### src/rtl/barrel_rotator_scheduler.sv
// Round-robin scheduler sharing one right barrel rotator among several requesters.
// Optional per-requester left rotation: define BARREL_ROTATOR_SCHEDULER_DIRECTION_EN.
module barrel_rotator_scheduler #(
    parameter int DATA_WIDTH     = 8,
    parameter int REQUESTERS     = 4,
    parameter int ROTATION_WIDTH = $clog2(DATA_WIDTH),
    parameter int INDEX_WIDTH    = $clog2(REQUESTERS)
) (
    input  logic                                 clock,
    input  logic                                 reset,
    input  logic [REQUESTERS-1:0]                request_valid,
    output logic [REQUESTERS-1:0]                request_ready,
    input  logic [REQUESTERS*DATA_WIDTH-1:0]     request_data,
    input  logic [REQUESTERS*ROTATION_WIDTH-1:0] request_rotation,
`ifdef BARREL_ROTATOR_SCHEDULER_DIRECTION_EN
    input  logic [REQUESTERS-1:0]                request_left,
`endif
    output logic                                 response_valid,
    input  logic                                 response_ready,
    output logic [DATA_WIDTH-1:0]                response_data,
    output logic [INDEX_WIDTH-1:0]               response_requester
);

    logic                      valid_q;
    logic                      valid_d;
    logic [DATA_WIDTH-1:0]     data_q;
    logic [DATA_WIDTH-1:0]     data_d;
    logic [INDEX_WIDTH-1:0]    requester_q;
    logic [INDEX_WIDTH-1:0]    requester_d;
    logic [INDEX_WIDTH-1:0]    pointer_q;
    logic [INDEX_WIDTH-1:0]    pointer_d;

    logic                      accept;
    logic                      transfer;
    logic                      grant_found;
    logic [INDEX_WIDTH-1:0]    grant_idx;
    logic [INDEX_WIDTH-1:0]    cand;
    logic [REQUESTERS-1:0]     grant_oh;
    logic [DATA_WIDTH-1:0]     sel_data;
    logic [ROTATION_WIDTH-1:0] sel_rot;
    logic                      sel_left;
    logic [ROTATION_WIDTH-1:0] rot_red;
    logic [ROTATION_WIDTH-1:0] rot_amt;
    logic [DATA_WIDTH-1:0]     stage_v;
    logic [DATA_WIDTH-1:0]     shift_v;

    assign accept   = ~valid_q | response_ready;
    assign transfer = grant_found & accept;

    // Round-robin search starting at the priority pointer
    always_comb begin
        grant_found = 1'b0;
        grant_idx   = '0;
        cand        = '0;
        for (int off = 0; off < REQUESTERS; off++) begin
            cand = INDEX_WIDTH'((int'(pointer_q) + off) % REQUESTERS);
            if (!grant_found && request_valid[cand]) begin
                grant_found = 1'b1;
                grant_idx   = cand;
            end
        end
    end

    // One-hot grant, gated by output-register availability and reset
    always_comb begin
        grant_oh = '0;
        if (grant_found) begin
            grant_oh[grant_idx] = 1'b1;
        end
        request_ready = grant_oh & {REQUESTERS{accept & ~reset}};
    end

    // Operand mux: pick the granted requester's word, rotation and direction
    always_comb begin
        sel_data = '0;
        sel_rot  = '0;
        sel_left = 1'b0;
        for (int i = 0; i < REQUESTERS; i++) begin
            if (grant_idx == INDEX_WIDTH'(i)) begin
                sel_data = request_data[i*DATA_WIDTH +: DATA_WIDTH];
                sel_rot  = request_rotation[i*ROTATION_WIDTH +: ROTATION_WIDTH];
`ifdef BARREL_ROTATOR_SCHEDULER_DIRECTION_EN
                sel_left = request_left[i];
`endif
            end
        end
    end

    // Reduce amount mod DATA_WIDTH (one subtract suffices) and map left to right
    always_comb begin
        rot_red = sel_rot;
        if (int'(sel_rot) >= DATA_WIDTH) begin
            rot_red = sel_rot - ROTATION_WIDTH'(DATA_WIDTH);
        end
        rot_amt = rot_red;
        if (sel_left && (rot_red != '0)) begin
            rot_amt = ROTATION_WIDTH'(DATA_WIDTH) - rot_red;
        end
    end

    // Shared logarithmic right rotator
    always_comb begin
        stage_v = sel_data;
        shift_v = sel_data;
        for (int s = 0; s < ROTATION_WIDTH; s++) begin
            shift_v = stage_v;
            if (rot_amt[s]) begin
                for (int b = 0; b < DATA_WIDTH; b++) begin
                    shift_v[b] = stage_v[(b + (1 << s)) % DATA_WIDTH];
                end
            end
            stage_v = shift_v;
        end
    end

    // Next-state for the output register and the priority pointer
    always_comb begin
        valid_d     = valid_q;
        data_d      = data_q;
        requester_d = requester_q;
        pointer_d   = pointer_q;
        if (transfer) begin
            valid_d     = 1'b1;
            data_d      = stage_v;
            requester_d = grant_idx;
            if (grant_idx == INDEX_WIDTH'(REQUESTERS - 1)) begin
                pointer_d = '0;
            end else begin
                pointer_d = grant_idx + 1'b1;
            end
        end else if (accept) begin
            valid_d = 1'b0;
        end
    end

    // State registers with asynchronous clear
    always_ff @(posedge clock or posedge reset) begin
        if (reset) begin
            valid_q     <= 1'b0;
            data_q      <= '0;
            requester_q <= '0;
            pointer_q   <= '0;
        end else begin
            valid_q     <= valid_d;
            data_q      <= data_d;
            requester_q <= requester_d;
            pointer_q   <= pointer_d;
        end
    end

    assign response_valid     = valid_q;
    assign response_data      = data_q;
    assign response_requester = requester_q;

endmodule

### config.mk
export PLATFORM = sky130hd
export DESIGN_NAME = barrel_rotator_scheduler
export DESIGN_NICKNAME = d
export VERILOG_FILES = /design/src/rtl/barrel_rotator_scheduler.sv
export SDC_FILE = /design/constraint.sdc
export NUM_CORES = 1
export LEC_CHECK = 0
export CORE_ASPECT_RATIO = 1.5
export CORE_MARGIN = 2
export CORE_UTILIZATION = 42
export DETAILED_ROUTE_END_ITERATION = 6
export GPL_TIMING_DRIVEN = 0
export PLACE_DENSITY = 0.86
export SYNTH_ARGS = -nofsm -noshare
export SYNTH_HDL_FRONTEND = slang
export SYNTH_SLANG_ARGS = --single-unit
### constraint.sdc
create_clock -name clock -period 5.5 [get_ports clock]
set_clock_uncertainty 0.15 [all_clocks]
set_input_delay 1.1 -clock clock [delete_from_list [all_inputs] [get_ports clock]]
set_output_delay 1.1 -clock clock [all_outputs]
set_load 0.005 [all_outputs]
==> metrics, run 1 <==
worst-case vdd ir drop just under 300 uV; I/O Buffers 65; die area 0.00336 mm2; syn avg cell area 8.70 um2; Leak slightly below 0.0008 uW; Ports 66; Placement Cell Area 0.00192 mm2; Final Hold Viols 0; clk slew on worst S/H paths 50 ps; hold-fix buffers at CTS 0; initial DRC count 42; Synth Warn # 0; chip height 70.0 um; Final nets 265; unrepaired setup endpoints after global routing no; Seq/Total Area, Yosys 0.267; Worst Hold Path Cells 2; status finished clean; final worst path period need about 5200 ps; Main synth FF type dfrtp_1; WL per Instance 17.3 um; vias 1,422; vias in the first global route approximately 1.6k; startpoint types input port; CP Max Fanout 10; Cell Area, Synth 0.00122 mm2; Detailed Route WL 4250 um; area grow syn2layout 60.9%; final setup vio count 0; Residual DRC 0; WHS Endpoint response_requester[0]; Yosys cell types 37; dpl hpwl 3590 um; GRT Overall Usage 0.277; Pwr per Cell Area approximately 470 mW/mm2; Final Cycle Share 0.940; crit path kind in2out; EDFF count, synth 0; Core Region 0.00271 mm2; Hold/Removal Path Class reg2reg; reg2reg start pointer_q[0]; fin area 0.00196 mm2; flop2flop setup slack a little over 2000 ps; diode count 0; row cnt 23; Sink Count 13; Die Width 48.0 um; Rel. slew slack 0.470; asr flop ratio synth 1.00; critical path data required time 4250 ps; placer congestion estimate 0.808; Min-Delay Startpoint response_requester[0]; fmax 193 MHz; Max Root-Sink Buffers 2; Avg Vias per Cell 5.78; flops & latches, synth 13; CTS Buf Count 3; final slew viol count 0; antenna violations before repair 0; ratio of cells with drive above 1 in the final layout 0.0670; CTS resizes 0; CP arrival about 3900 ps; Worst R2R End response_data[7]; Clk Latency, worst-skew pair 240 ps; drt pass-1 iters 4; reg2reg path depth 14; syn nets about 200; type of destination of the critical path output port; largest net degree at the start of global routing 14; grt ovf 0; final setup TNS 0 ps; H-tree levels 1; remaining antenna violation count 0; Slew @ Worst Pin 786 ps; CTS tree built; Initial Util 0.451; first-pass GRT wire length 6940 um; Mapped Cells 140; Post-CTS Setup Repair Bufs 0; Max-Cap Viols 0; root buffer cell clkbuf_8
layout make-up:
type,instances,area (um2)
Timing Repair Buffer,65,651
Fill cell,242,744
Buffer,10,73.8
Tap cell,37,46.3
Sequential cell,13,325
Clock buffer,4,45.0
Inverter,8,30.0
Multi-Input combinational cell,109,790
kinds of logic (layout without fill, tap and decap cells):
logic type / count (synthesis) / in the layout / synth area share
muxes: 5 / 5 / 0.0421
AOI/OAI and AO/OA: 62 / 62 / 0.415
and+or+nand+nor: 38 / 38 / 0.150
DFF: 13 / 13 / 0.267
adders and majority gates: 4 / 4 / 0.0411
buffers and inverters: 18 / 87 / 0.0852
power breakdown:
group	total, uW	switching (uW)	internal [uW]
clock	84.6	33.5	51.1
combinational	668	343	325
sequential	166	28.8	138
total	919	405	514
synth_stat cells (2+ instances only):
cell	count	area [um2]
a21oi_1	4	20.0
a221o_1	8	80.1
a22o_1	2	17.5
and2_1	3	18.8
buf_1	2	7.51
buf_6	2	22.5
clkbuf_1	3	11.3
dfrtp_1	13	325
ha_1	4	50.1
inv_1	8	30.0
mux2i_1	4	40.0
nand2_1	20	75.1
nand2b_1	4	25.0
nor2_1	2	7.51
nor2b_1	3	18.8
o211ai_1	12	90.1
o21ai_0	10	50.1
o21ai_1	2	10.0
o221ai_1	12	105
o22a_1	4	35.0
or2_1	2	12.5
critical path, stage by stage:
cell and delay, ps:
clkdlybuf4s50_1 570, nor2b_1 250, nor2_1 70, o21ai_0 380, inv_1 120, ha_1 300
inv_1 120, clkbuf_1 400, nor3_1 130, clkdlybuf4s50_1 470
how the worst max path moves through the flow:
stage / from / end / slack [ps] / cells after the start
2_1_floorplan: request_valid[0] / request_ready[3] / 1790 / 8
3_3_place_gp: request_valid[1] / request_ready[3] / 490 / 10
3_5_place_dp: request_valid[0] / request_ready[3] / 370 / 10
4_1_cts: request_valid[0] / request_ready[3] / 340 / 10
5_1_grt: request_valid[0] / request_ready[3] / 210 / 10
6_report: request_valid[0] / request_ready[3] / 330 / 10
cells in the final DEF (no fill, tap or decap), drive strengths merged, types with 2 or more instances in the layout:
cell	n
clkbuf	7
o211ai	12
a21oi	4
nand2b	4
nand2	20
buf	7
o21ai	12
inv	8
nor2b	3
a221o	8
ha	4
and2	3
dfrtp	13
mux2i	4
o22a	4
o22ai	2
or2	3
nor2	2
a22o	2
clkdlybuf4s50	65
a221oi	2
o221ai	12
through the flow:
stage	util	std cells	hold slack, ps	power [uW]	setup WS [ps]
global placement	0.708	242	313	807	489
global route	0.725	246	372	994	206
floorplan	-	140	320	603	1790
CTS	0.725	246	342	918	340
finish	0.725	246	333	919	328
detailed placement	0.708	242	331	830	372
metal layers:
layer	vias up	track usage	share of wire
met5	-	0	0
met4	0	0.117	0.040
met3	20	0.0362	0.058
met2	73	0.519	0.56
met1	649	0.273	0.34
li1	680	-	-
sequential cells by signal, summed over array words and instances (netlist names):
signal,count
pointer_q,2
response_requester,2
response_valid,1
response_data,8
Note: power is estimated with default switching activity, not from simulation.
==> run 2: changes to the inputs <==
--- a/config.mk
+++ b/config.mk
@@ -5,11 +5,13 @@
 export SDC_FILE = /design/constraint.sdc
 export NUM_CORES = 1
 export LEC_CHECK = 0
+export CAP_MARGIN = 20
 export CORE_ASPECT_RATIO = 1.5
 export CORE_MARGIN = 2
 export CORE_UTILIZATION = 42
 export DETAILED_ROUTE_END_ITERATION = 6
 export GPL_TIMING_DRIVEN = 0
+export MAX_ROUTING_LAYER = met4
 export PLACE_DENSITY = 0.86
 export SYNTH_ARGS = -nofsm -noshare
 export SYNTH_HDL_FRONTEND = slang
==> run 2 against run 1 <==
Against the previous run:
- routed wire length is 4.2% lower
- sequential power is essentially flat
- fmax up 1.4%
- die area stayed put
- register-to-register slack gained 50 ps
- clock power decreased by 0.7%
- largest power group unchanged
- first-iteration DRC count fell by 31%
- clock-buffer cell count unchanged
- global-route usage shrank 1.2 points
- largest cell class unchanged
- critical path depth did not move
- sequential share of layout area unchanged
==> metrics, run 2 (synthesis results as in run 1) <==
status finished clean (unchanged); critical path data required time 4250 ps (about the same); Slew @ Worst Pin 765 ps (was 786 ps); diode count 0 (unchanged); remaining antenna violation count 0 (unchanged); Residual DRC 0 (unchanged); startpoint types input port (unchanged); Ports 66 (unchanged); die area 0.00336 mm2 (unchanged); final slew viol count 0 (unchanged); chip height 70.0 um (unchanged); pre-CTS WS 425 ps (was 372 ps); ratio of cells with drive above 1 in the final layout 0.0670 (unchanged); vias in the first global route 1,465 (was 1,606); commonest non-fill, non-tap cell in the layout clkdlybuf4s50_1 (unchanged); Die Width 48.0 um (unchanged); Final WS setup 397 ps (was 328 ps); drt pass-1 iters 4 (unchanged); CTS resizes 0 (unchanged); dpl hpwl 3380 um (was 3590 um); number of fill cells 231 (was 242); Design Power 911 uW (was 919 uW); fin area 0.00196 mm2 (unchanged); Final Cycle Share 0.928 (was 0.940); most frequent cells in the layout clkdlybuf4s50_1, nand2_1, dfrtp_1 (unchanged); area grow syn2layout 60.9% (unchanged); Final Hold Viols 0 (unchanged); type of destination of the critical path output port (unchanged); clk slew on worst S/H paths 50 ps (about the same); Avg Vias per Cell 5.70 (was 5.78); H-tree levels 1 (unchanged); row cnt 23 (unchanged); I/O Buffers 65 (unchanged); Sink Count 13 (unchanged); first-pass GRT wire length 6350 um (was 6940 um); Post-CTS Setup Repair Bufs 0 (unchanged); CTS tree built (unchanged); Initial Util 0.451 (unchanged); unrepaired setup endpoints after global routing no (unchanged); Leak 0.000772 uW (unchanged); Final nets 265 (unchanged); CP Max Fanout 10 (unchanged); final setup TNS 0 ps (unchanged); Detailed Route WL 4070 um (was 4250 um); Rel. slew slack 0.484 (was 0.470); Core Region 0.00271 mm2 (unchanged); max FFs per register 8 (unchanged); final setup vio count 0 (unchanged); placer congestion estimate 0.817 (was 0.808); Placement Cell Area 0.00192 mm2 (unchanged); antenna violations before repair 0 (unchanged); Hold/Removal Path Class reg2reg (unchanged); worst-case vdd ir drop 328 uV (was 289 uV); WL per Instance 16.6 um (was 17.3 um); Clk Latency, worst-skew pair 240 ps (about the same); Max Root-Sink Buffers 2 (unchanged); vias 1,403 (was 1,422); Pwr per Cell Area 465 mW/mm2 (was 469 mW/mm2); fmax 196 MHz (was 193 MHz); CTS Buf Count 3 (unchanged); Max-Cap Viols 0 (unchanged); initial DRC count 29 (was 42); GRT Overall Usage 0.265 (was 0.277); largest net degree at the start of global routing 14 (unchanged); root buffer cell clkbuf_8 (unchanged); CP arrival 3850 ps (was 3920 ps); grt ovf 0 (unchanged); crit path kind in2out (unchanged); final worst path period need 5100 ps (was 5170 ps); hold-fix buffers at CTS 0 (unchanged)
==> run 2: cell counts in the layout (fill, tap and decap cells not counted) <==
No cell type changed its count.
==> run 2: stage by stage <==
step / utilization / hold WS (ps) / instances
finish: 0.725 / 340 / 246
global route: 0.725 / 381 / 246
CTS: 0.725 / 344 / 246
detailed placement: 0.708 / 312 / 242
global placement: 0.708 / 312 / 242
floorplan: - / 320 / 140
==> run 2: power breakdown <==
| group | switching [uW] | internal (uW) |
|---|---|---|
| Clock | 32.9 | 51.1 |
| Sequential | 26.1 | 138 |
| Combinational | 339 | 325 |
==> run 2: path summary, 6_finish.rpt <==
check                      slack, ps                    end  cells after the start             start
hold / removal                   340       response_data[2]                      2  response_data[2]
min in group asynchronous       1100           pointer_q[1]                      2             reset
max in group asynchronous       3770  response_requester[0]                      2             reset
hold reg to reg                  340       response_data[2]                      2  response_data[2]
setup / recovery                 400       request_ready[3]                     10  request_valid[0]
setup reg to reg                2120       response_data[7]                     14      pointer_q[0]
==> run 2: routing by layer <==
metal	vias to the layer above	global-route usage	share of wire
li1	680	-	-
met1	661	0.255	0.36
met2	53	0.489	0.57
met3	9	0.0439	0.055
met4	0	0.0871	0.017
met5	-	-	0
==> run 2: cell type report <==
cell class / instances / area [um2] / area share
multi-input combinational: 109 / 790 / 0.403
timing repair buffer: 65 / 651 / 0.332
sequential: 13 / 325 / 0.166
buffer: 10 / 73.8 / 0.0377
tap: 37 / 46.3 / 0.0236
clock buffer: 4 / 45.0 / 0.0230
inverter: 8 / 30.0 / 0.0153
==> run 2: worst max-delay path, stage by stage <==
cell and delay (ps):
clkdlybuf4s50_1 550, nor2b_1 200, nor2_1 50, o21ai_0 380
inv_1 130, ha_1 310, inv_1 120, clkbuf_1 400
nor3_1 120, clkdlybuf4s50_1 480
